$ cat src/rtl/run_ctrl_if.sv
// Control/status and core-side bundle for run_ctrl.
// slave: run_ctrl's view (takes start/config/core fetch info, drives reset/debug/status).
// master: the host/core side that drives start, config, pc, stall_F and dbg_data.
interface run_ctrl_if #(
  parameter int XLEN  = 32,
  parameter int NREGS = 32,
  parameter int CNT_W = 32
);
  localparam int AW = (NREGS > 1) ? $clog2(NREGS) : 1;

  logic             start;
  logic [XLEN-1:0]  halt_addr;
  logic [XLEN-1:0]  expect_sig;
  logic [XLEN-1:0]  pc;
  logic             stall_F;
  logic [XLEN-1:0]  dbg_data;
  logic             core_reset;
  logic             dbg_en;
  logic [AW-1:0]    dbg_addr;
  logic             busy;
  logic             done;
  logic             pass;
  logic             timeout;
  logic [CNT_W-1:0] cycle_count;
  logic [XLEN-1:0]  signature;
  logic [CNT_W-1:0] instret_count;
  logic [CNT_W-1:0] stall_count;

  modport slave (
    input  start, halt_addr, expect_sig, pc, stall_F, dbg_data,
    output core_reset, dbg_en, dbg_addr, busy, done, pass, timeout,
           cycle_count, signature, instret_count, stall_count
  );

  modport master (
    output start, halt_addr, expect_sig, pc, stall_F, dbg_data,
    input  core_reset, dbg_en, dbg_addr, busy, done, pass, timeout,
           cycle_count, signature, instret_count, stall_count
  );
endinterface

$ cat src/rtl/run_ctrl.sv
// Run/check controller: holds core reset, runs until halt_addr is fetched HALT_HITS
// times, drains, reads x1..x(NREGS-1) over the debug port and folds them into a signature.
// Ports: clk, reset (async active-low), bus (run_ctrl_if.slave: start/config, pc/stall_F,
// dbg_data in; core_reset, dbg_en/dbg_addr, busy/done/pass/timeout, counters, signature out).
// Optional perf counters (instret_count/stall_count) are built when RUN_CTRL_PERF_EN is defined.
module run_ctrl #(
  parameter int XLEN         = 32,
  parameter int NREGS        = 32,
  parameter int CNT_W        = 32,
  parameter int RST_CYCLES   = 4,
  parameter int DRAIN_CYCLES = 5,
  parameter int HALT_HITS    = 2,
  parameter int MAX_CYCLES   = 1000
) (
  input  logic        clk,
  input  logic        reset,
  run_ctrl_if.slave   bus
);
  localparam int AW   = (NREGS > 1) ? $clog2(NREGS) : 1;
  localparam int PH_W = 16;
  localparam int HW   = $clog2(HALT_HITS + 1);

  typedef enum logic [2:0] {
    S_IDLE, S_HOLD, S_RUN, S_DRAIN, S_CHECK, S_DONE
  } state_t;

  state_t           state_q, state_d;
  logic [PH_W-1:0]  phase_q, phase_d;
  logic [HW-1:0]    hits_q, hits_d;
  logic [CNT_W-1:0] cycle_q, cycle_d;
  logic [XLEN-1:0]  sig_q, sig_d;
  logic             rd_vld_q, rd_vld_d;
  logic             done_q, done_d;
  logic             pass_q, pass_d;
  logic             timeout_q, timeout_d;

  logic             hit, last_hit, run_expire, start_run;
  logic             core_reset, busy, dbg_en;
  logic [AW-1:0]    dbg_addr;

  function automatic logic [CNT_W-1:0] sat_inc(input logic [CNT_W-1:0] v);
    return (&v) ? v : v + CNT_W'(1);
  endfunction

  // Halt detection: only unstalled fetches of halt_addr count.
  assign hit        = !bus.stall_F && (bus.pc == bus.halt_addr);
  assign last_hit   = hit && (hits_q == HW'(HALT_HITS - 1));
  assign run_expire = (sat_inc(cycle_q) == CNT_W'(MAX_CYCLES));

  // ---------------- state register ----------------
  always_ff @(posedge clk or negedge reset) begin
    if (!reset) state_q <= S_IDLE;
    else        state_q <= state_d;
  end

  // ---------------- next state ----------------
  always_comb begin
    state_d = state_q;
    unique case (state_q)
      S_IDLE:  if (bus.start) state_d = S_HOLD;
      S_HOLD:  if (phase_q == PH_W'(RST_CYCLES - 1)) state_d = S_RUN;
      S_RUN: begin
        // Halt takes priority over a budget that expires in the same cycle.
        if (last_hit)        state_d = S_DRAIN;
        else if (run_expire) state_d = S_DONE;
      end
      S_DRAIN: if (phase_q == PH_W'(DRAIN_CYCLES - 1)) state_d = S_CHECK;
      S_CHECK: if (phase_q == PH_W'(NREGS - 1)) state_d = S_DONE;
      S_DONE:  if (bus.start) state_d = S_HOLD;
      default: state_d = S_IDLE;
    endcase
  end

  // ---------------- outputs ----------------
  always_comb begin
    core_reset = 1'b0;
    busy       = 1'b0;
    dbg_en     = 1'b0;
    dbg_addr   = '0;
    unique case (state_q)
      S_IDLE:  core_reset = 1'b1;
      S_HOLD:  begin core_reset = 1'b1; busy = 1'b1; end
      S_RUN:   busy = 1'b1;
      S_DRAIN: busy = 1'b1;
      S_CHECK: begin
        busy = 1'b1;
        // Reads issue on phases 0..NREGS-2; the final phase only collects the last data.
        if (phase_q < PH_W'(NREGS - 1)) begin
          dbg_en   = 1'b1;
          dbg_addr = AW'(phase_q + PH_W'(1));
        end
      end
      default: ;
    endcase
  end

  // ---------------- datapath ----------------
  assign start_run = (state_d == S_HOLD) && (state_q != S_HOLD);

  always_comb begin
    phase_d   = '0;
    hits_d    = hits_q;
    cycle_d   = cycle_q;
    sig_d     = sig_q;
    rd_vld_d  = dbg_en;
    done_d    = done_q;
    pass_d    = pass_q;
    timeout_d = timeout_q;

    if ((state_d == state_q) &&
        (state_q == S_HOLD || state_q == S_DRAIN || state_q == S_CHECK))
      phase_d = phase_q + PH_W'(1);

    if (start_run) begin
      hits_d    = '0;
      cycle_d   = '0;
      sig_d     = '0;
      done_d    = 1'b0;
      pass_d    = 1'b0;
      timeout_d = 1'b0;
    end else begin
      if (state_q == S_RUN || state_q == S_DRAIN) cycle_d = sat_inc(cycle_q);
      if (state_q == S_RUN && hit && !last_hit)   hits_d  = hits_q + HW'(1);
      // Debug data lags its address by one cycle.
      if (rd_vld_q) sig_d = {sig_q[XLEN-2:0], sig_q[XLEN-1]} ^ bus.dbg_data;
      if (state_q == S_RUN && state_d == S_DONE) begin
        done_d    = 1'b1;
        timeout_d = 1'b1;
        pass_d    = 1'b0;
      end
      if (state_q == S_CHECK && state_d == S_DONE) begin
        done_d    = 1'b1;
        timeout_d = 1'b0;
        pass_d    = (sig_d == bus.expect_sig);
      end
    end
  end

  always_ff @(posedge clk or negedge reset) begin
    if (!reset) begin
      phase_q   <= '0;
      hits_q    <= '0;
      cycle_q   <= '0;
      sig_q     <= '0;
      rd_vld_q  <= 1'b0;
      done_q    <= 1'b0;
      pass_q    <= 1'b0;
      timeout_q <= 1'b0;
    end else begin
      phase_q   <= phase_d;
      hits_q    <= hits_d;
      cycle_q   <= cycle_d;
      sig_q     <= sig_d;
      rd_vld_q  <= rd_vld_d;
      done_q    <= done_d;
      pass_q    <= pass_d;
      timeout_q <= timeout_d;
    end
  end

`ifdef RUN_CTRL_PERF_EN
  logic [CNT_W-1:0] instret_q, instret_d;
  logic [CNT_W-1:0] stall_cnt_q, stall_cnt_d;

  always_comb begin
    instret_d   = instret_q;
    stall_cnt_d = stall_cnt_q;
    if (start_run) begin
      instret_d   = '0;
      stall_cnt_d = '0;
    end else if (state_q == S_RUN) begin
      if (bus.stall_F) stall_cnt_d = sat_inc(stall_cnt_q);
      else             instret_d   = sat_inc(instret_q);
    end
  end

  always_ff @(posedge clk or negedge reset) begin
    if (!reset) begin
      instret_q   <= '0;
      stall_cnt_q <= '0;
    end else begin
      instret_q   <= instret_d;
      stall_cnt_q <= stall_cnt_d;
    end
  end

  assign bus.instret_count = instret_q;
  assign bus.stall_count   = stall_cnt_q;
`else
  assign bus.instret_count = '0;
  assign bus.stall_count   = '0;
`endif

  assign bus.core_reset  = core_reset;
  assign bus.busy        = busy;
  assign bus.dbg_en      = dbg_en;
  assign bus.dbg_addr    = dbg_addr;
  assign bus.done        = done_q;
  assign bus.pass        = pass_q;
  assign bus.timeout     = timeout_q;
  assign bus.cycle_count = cycle_q;
  assign bus.signature   = sig_q;
endmodule

$ cat src/flat_wrapper.sv
// flat-port wrapper written by rule: the top's interface ports become plain ports
module run_ctrl_flat 
#(
  parameter int XLEN         = 32,
  parameter int NREGS        = 32,
  parameter int CNT_W        = 32,
  parameter int RST_CYCLES   = 4,
  parameter int DRAIN_CYCLES = 5,
  parameter int HALT_HITS    = 2,
  parameter int MAX_CYCLES   = 1000
)
  (clk, reset, bus_start, bus_halt_addr, bus_expect_sig, bus_pc, bus_stall_F, bus_dbg_data, bus_core_reset, bus_dbg_en, bus_dbg_addr, bus_busy, bus_done, bus_pass, bus_timeout, bus_cycle_count, bus_signature, bus_instret_count, bus_stall_count);
  run_ctrl_if #(.XLEN(XLEN), .NREGS(NREGS), .CNT_W(CNT_W)) bus_i ();
  input  logic clk;
  input  logic reset;
  input wire logic [$bits(bus_i.start)-1:0] bus_start;
  input wire logic [$bits(bus_i.halt_addr)-1:0] bus_halt_addr;
  input wire logic [$bits(bus_i.expect_sig)-1:0] bus_expect_sig;
  input wire logic [$bits(bus_i.pc)-1:0] bus_pc;
  input wire logic [$bits(bus_i.stall_F)-1:0] bus_stall_F;
  input wire logic [$bits(bus_i.dbg_data)-1:0] bus_dbg_data;
  output wire logic [$bits(bus_i.core_reset)-1:0] bus_core_reset;
  output wire logic [$bits(bus_i.dbg_en)-1:0] bus_dbg_en;
  output wire logic [$bits(bus_i.dbg_addr)-1:0] bus_dbg_addr;
  output wire logic [$bits(bus_i.busy)-1:0] bus_busy;
  output wire logic [$bits(bus_i.done)-1:0] bus_done;
  output wire logic [$bits(bus_i.pass)-1:0] bus_pass;
  output wire logic [$bits(bus_i.timeout)-1:0] bus_timeout;
  output wire logic [$bits(bus_i.cycle_count)-1:0] bus_cycle_count;
  output wire logic [$bits(bus_i.signature)-1:0] bus_signature;
  output wire logic [$bits(bus_i.instret_count)-1:0] bus_instret_count;
  output wire logic [$bits(bus_i.stall_count)-1:0] bus_stall_count;
  assign bus_i.start = bus_start;
  assign bus_i.halt_addr = bus_halt_addr;
  assign bus_i.expect_sig = bus_expect_sig;
  assign bus_i.pc = bus_pc;
  assign bus_i.stall_F = bus_stall_F;
  assign bus_i.dbg_data = bus_dbg_data;
  assign bus_core_reset = bus_i.core_reset;
  assign bus_dbg_en = bus_i.dbg_en;
  assign bus_dbg_addr = bus_i.dbg_addr;
  assign bus_busy = bus_i.busy;
  assign bus_done = bus_i.done;
  assign bus_pass = bus_i.pass;
  assign bus_timeout = bus_i.timeout;
  assign bus_cycle_count = bus_i.cycle_count;
  assign bus_signature = bus_i.signature;
  assign bus_instret_count = bus_i.instret_count;
  assign bus_stall_count = bus_i.stall_count;
  run_ctrl #(.XLEN(XLEN), .NREGS(NREGS), .CNT_W(CNT_W), .RST_CYCLES(RST_CYCLES), .DRAIN_CYCLES(DRAIN_CYCLES), .HALT_HITS(HALT_HITS), .MAX_CYCLES(MAX_CYCLES)) u_core (.clk(clk), .reset(reset), .bus(bus_i));
endmodule
$ cat config.mk
export PLATFORM = sky130hd
export DESIGN_NAME = run_ctrl_flat
export DESIGN_NICKNAME = d
export VERILOG_FILES = /design/src/rtl/run_ctrl_if.sv /design/src/rtl/run_ctrl.sv /design/src/flat_wrapper.sv
export SDC_FILE = /design/constraint.sdc
export NUM_CORES = 1
export LEC_CHECK = 0
export ABC_AREA = 1
export ABC_CLOCK_PERIOD_IN_PS = 5200
export BUFFER_PORTS_ARGS = -buffer_cell sky130_fd_sc_hd__buf_4
export CORE_MARGIN = 2
export CORE_UTILIZATION = 45
export CTS_BUF_LIST = sky130_fd_sc_hd__clkbuf_8
export DETAILED_ROUTE_END_ITERATION = 7
export PLACE_DENSITY = 0.74
export RECOVER_POWER = 100
export SLEW_MARGIN = 25
export SYNTH_ARGS = -nofsm -noshare
export SYNTH_HDL_FRONTEND = slang
export SYNTH_SLANG_ARGS = --single-unit
$ cat constraint.sdc
create_clock -name clk -period 5.2 [get_ports clk]
set_input_delay 0.78 -clock clk [delete_from_list [all_inputs] [get_ports clk]]
set_output_delay 0.78 -clock clk [all_outputs]
set_load 0.01 [all_outputs]
==> flow_metrics.tcl <==
set metrics [dict create \
    status "complete, but fails checks" \
    failed_checks "max-capacitance violations, max-slew violations" \
    path_max_fanout 42 \
    grt_setup_unrepaired "no" \
    fillers 1640 \
    synth_top_area_share_pct 31.4 \
    vias 7110 \
    rows 45 \
    clk_latency_ns 0.39 \
    drc_errors 0 \
    synth_top_area_cell "dfrtp_1" \
    worst_setup_path_end_kind "flip-flop" \
    fmax_ghz 0.231 \
    r2r_slack_ns 0.87 \
    worstMarginPinSlew_ns 2.33 \
    area_growth_pct 18.8 \
    fin_crit_sh_pct 83.3 \
    syn_area_um2 7100 \
    synth.distinct_cells 38 \
    numCtsBuffers 9 \
    yosys-top-cells-area "dfrtp_1 (31%), nand2_1 (13%), nor2_1 (9.2%), xnor2_1 (9.1%), buf_4 (6.8%)" \
    drv_slew 42 \
    diodes 0 \
    postSynthCellCount 1037 \
    hold_violations 0 \
    cts.sinks 89 \
    clockBufferDepth 2 \
    final_net_count 1367 \
    setup_violations 0 \
    io_pins 271 \
    fp.coreArea_um2 15300 \
    routabilityCongestion 0.955 \
    post_cts_buffers 0 \
    hold_path.class "flip-flop to flip-flop" \
    ys_warn_count 0 \
    powerDensity_nw_per_um2 330 \
    power_leakage_nw 3.95 \
    cts-root-buf "clkbuf_8" \
    slowest_stage "inv_2" \
    clkPwrFrac_pct 20.4 \
    drt_first_pass_iters 5 \
    grt_pass1_wl_um 32800 \
    use_met3_pct 8.05 \
    ys_seq_area_share_pct 31.4 \
    ys.flop_type "dfrtp_1" \
    timing.rr.start "u_core.bus.cycle_count[0]" \
    crit_type "flip-flop to flip-flop" \
    timing.final.crit_period_ns 4.33 \
    grt.busiest_layer "met2" \
    hold_ws_ns 0.512 \
    grt_max_degree 50 \
    r2r_cells 21 \
    power_w 0.00279 \
    p_sw_share_pct 45.8 \
    relSlewSlack_pct -55.4 \
    drive_gt1_share_pct 13.9 \
    critical_path.max_stage_delay_ns 0.60 \
    drtAntennaViolNets 0 \
    viasPerCell 4.91 \
    die_area_um2 16800 \
    ctsResizeCount 0 \
    ys_async_sr_fraction_pct 100 \
    endpoint "u_core.bus.signature[19]" \
    grt_pass1_vias 6577 \
    syn_avg_cell_area_um2 6.85 \
    routedWlPerCell_um 14.6 \
    hold_buffers 0 \
    die_width_um 130 \
    drtIter0Drc 456 \
    die_h_um 130 \
    antenna_found_initial 0 \
    dp_hpwl_um 16800 \
    power_frac_seq_pct 34.2 \
    crit_path_start "u_core.bus.cycle_count[0]" \
    critPathArrivalTime_ns 4.60 \
    cp.required_ns 5.47 \
    startpoint_type "flip-flop" \
    cts_tree "done" \
    layout_commonest_cell "nand2_1" \
    crit_chain "ha_1 > inv_1 > nor2_1 > nand2_1 > nor2_8 > nand2_4 > nand2_1 > nand2_1 > nor2_1 > nand3_1 > nor2_1 > nand3_1 > nand2_1 > nand2_1 > nand2_1 > nand2_2 > nor2_2 > nand2_1 > inv_2 > buf_4 > nor2_1" \
    clkTransAtPathRegs_ns 0.10 \
    use_met1_pct 31.8 \
    overflow 0 \
    p_switching_w 0.00128 \
    path_common_cell "nand2_1" \
    gr-usage-all-layers_pct 25.0 \
    portBuffers 206 \
    vdd_ir_drop_max_uv 218 \
    ys_ff_latch 89 \
    tns_ns 0 \
    reg2reg_to "u_core.bus.signature[19]" \
    power.internal_w 0.00151 \
    ctsHtreeMaxLevel 3 \
    postRouteWirelength_um 21100 \
    p_comb_share_pct 45.3 \
    max_cap_violations 1 \
    final_cell_mix "nand2_1 (246), nor2_1 (180), buf_4 (135)" \
    start_util_pct 46.4 \
    synth_edf_count 0 \
    met2_usage_pct 40.8 \
    clock_skew_ns 0.0116 \
]
## worst min-delay path by stage
stage / startpoint / endpoint / slack (ns) / cells past startpoint
global placement: u_core.bus.timeout / u_core.bus.timeout / 0.50 / 2
detailed placement: u_core.bus.timeout / u_core.bus.timeout / 0.50 / 2
floorplan: reset / u_core.bus.cycle_count[0] / 0.48 / 0
finish: u_core.bus.timeout / u_core.bus.timeout / 0.51 / 2
CTS: reset / u_core.phase_q[12] / 0.39 / 1
global route: u_core.bus.done / u_core.bus.done / 0.57 / 2
## power by group through the flow
stage	combinational, W	sequential (W)	clock [W]
after floorplan	0.000993	0.000950	0
after global placement	0.00134	0.000964	0
after detailed placement	0.00135	0.000964	0
after CTS	0.00136	0.000951	0.000580
after global routing	0.00143	0.000973	0.000607
final	0.00126	0.000955	0.000569
## synthesized netlist by cell type, types with 5 or more instances
cell / n
nor2_4: 12
nor2_2: 5
nor2_1: 174
buf_2: 8
buf_4: 64
nor3_1: 33
dfrtp_1: 89
o21ai_0: 70
inv_1: 89
nand3b_1: 8
xnor2_1: 74
xor2_1: 20
nand3_1: 73
nand4_1: 11
a21oi_1: 7
o22ai_1: 5
nand2_1: 244
clkbuf_1: 13
## critical path, delay by kind of cell (launching register included)
family                   cells  cell delay (ns)
adder cells (fa/ha/maj)      1             0.31
buffers and inverters        3             1.04
flip-flops                   1             0.55
AND/OR/NAND/NOR             17             2.29
## state kept, by name, summed over array words and instances (netlist names)
signal,count
u_core.bus.done,1
u_core.phase_q,16
u_core.bus.signature,32
u_core.bus.pass,1
u_core.state_q,3
u_core.bus.timeout,1
u_core.bus.cycle_count,32
u_core.rd_vld_q,1
u_core.hits_q,2
## area by class of cell
class	count	area [um^2]	share of cell area (%)
clock inverter	7	113	1.33
multi-input combinational	828	4070	48.2
tap	211	264	3.13
clock buffer	9	124	1.47
sequential	89	2230	26.4
timing repair buffer	211	1300	15.4
inverter	92	345	4.09
## logic make-up after synthesis
kind of cell | Yosys count | share of synthesized area (%)
buffers and inverters | 183 | 13.9
muxes | 3 | 0.423
adders and majority gates | 4 | 0.705
other | 1 | 0.0528
AOI/OAI and AO/OA | 90 | 6.78
xor gates and xnor gates | 94 | 11.6
DFF | 89 | 31.4
and+or+nand+nor | 573 | 35.2
## per-stage QoR
stage	utilization, %	cell area (um^2)	cells	worst slack, ns
final	55.1	8440	1447	0.870
after global routing	55.1	8440	1447	0.448
after CTS	57.4	8780	1447	1.17
after detailed placement	55.8	8550	1431	1.18
after global placement	55.8	8550	1431	1.32
after floorplan	-	7340	1100	2.44
## metal layers
layer	share of wire [%]	vias up
met5	0	-
met4	2.0	0
met3	8.6	33
met2	47	311
met1	42	3232
li1	-	3534
(Power assumes the default switching activity.)
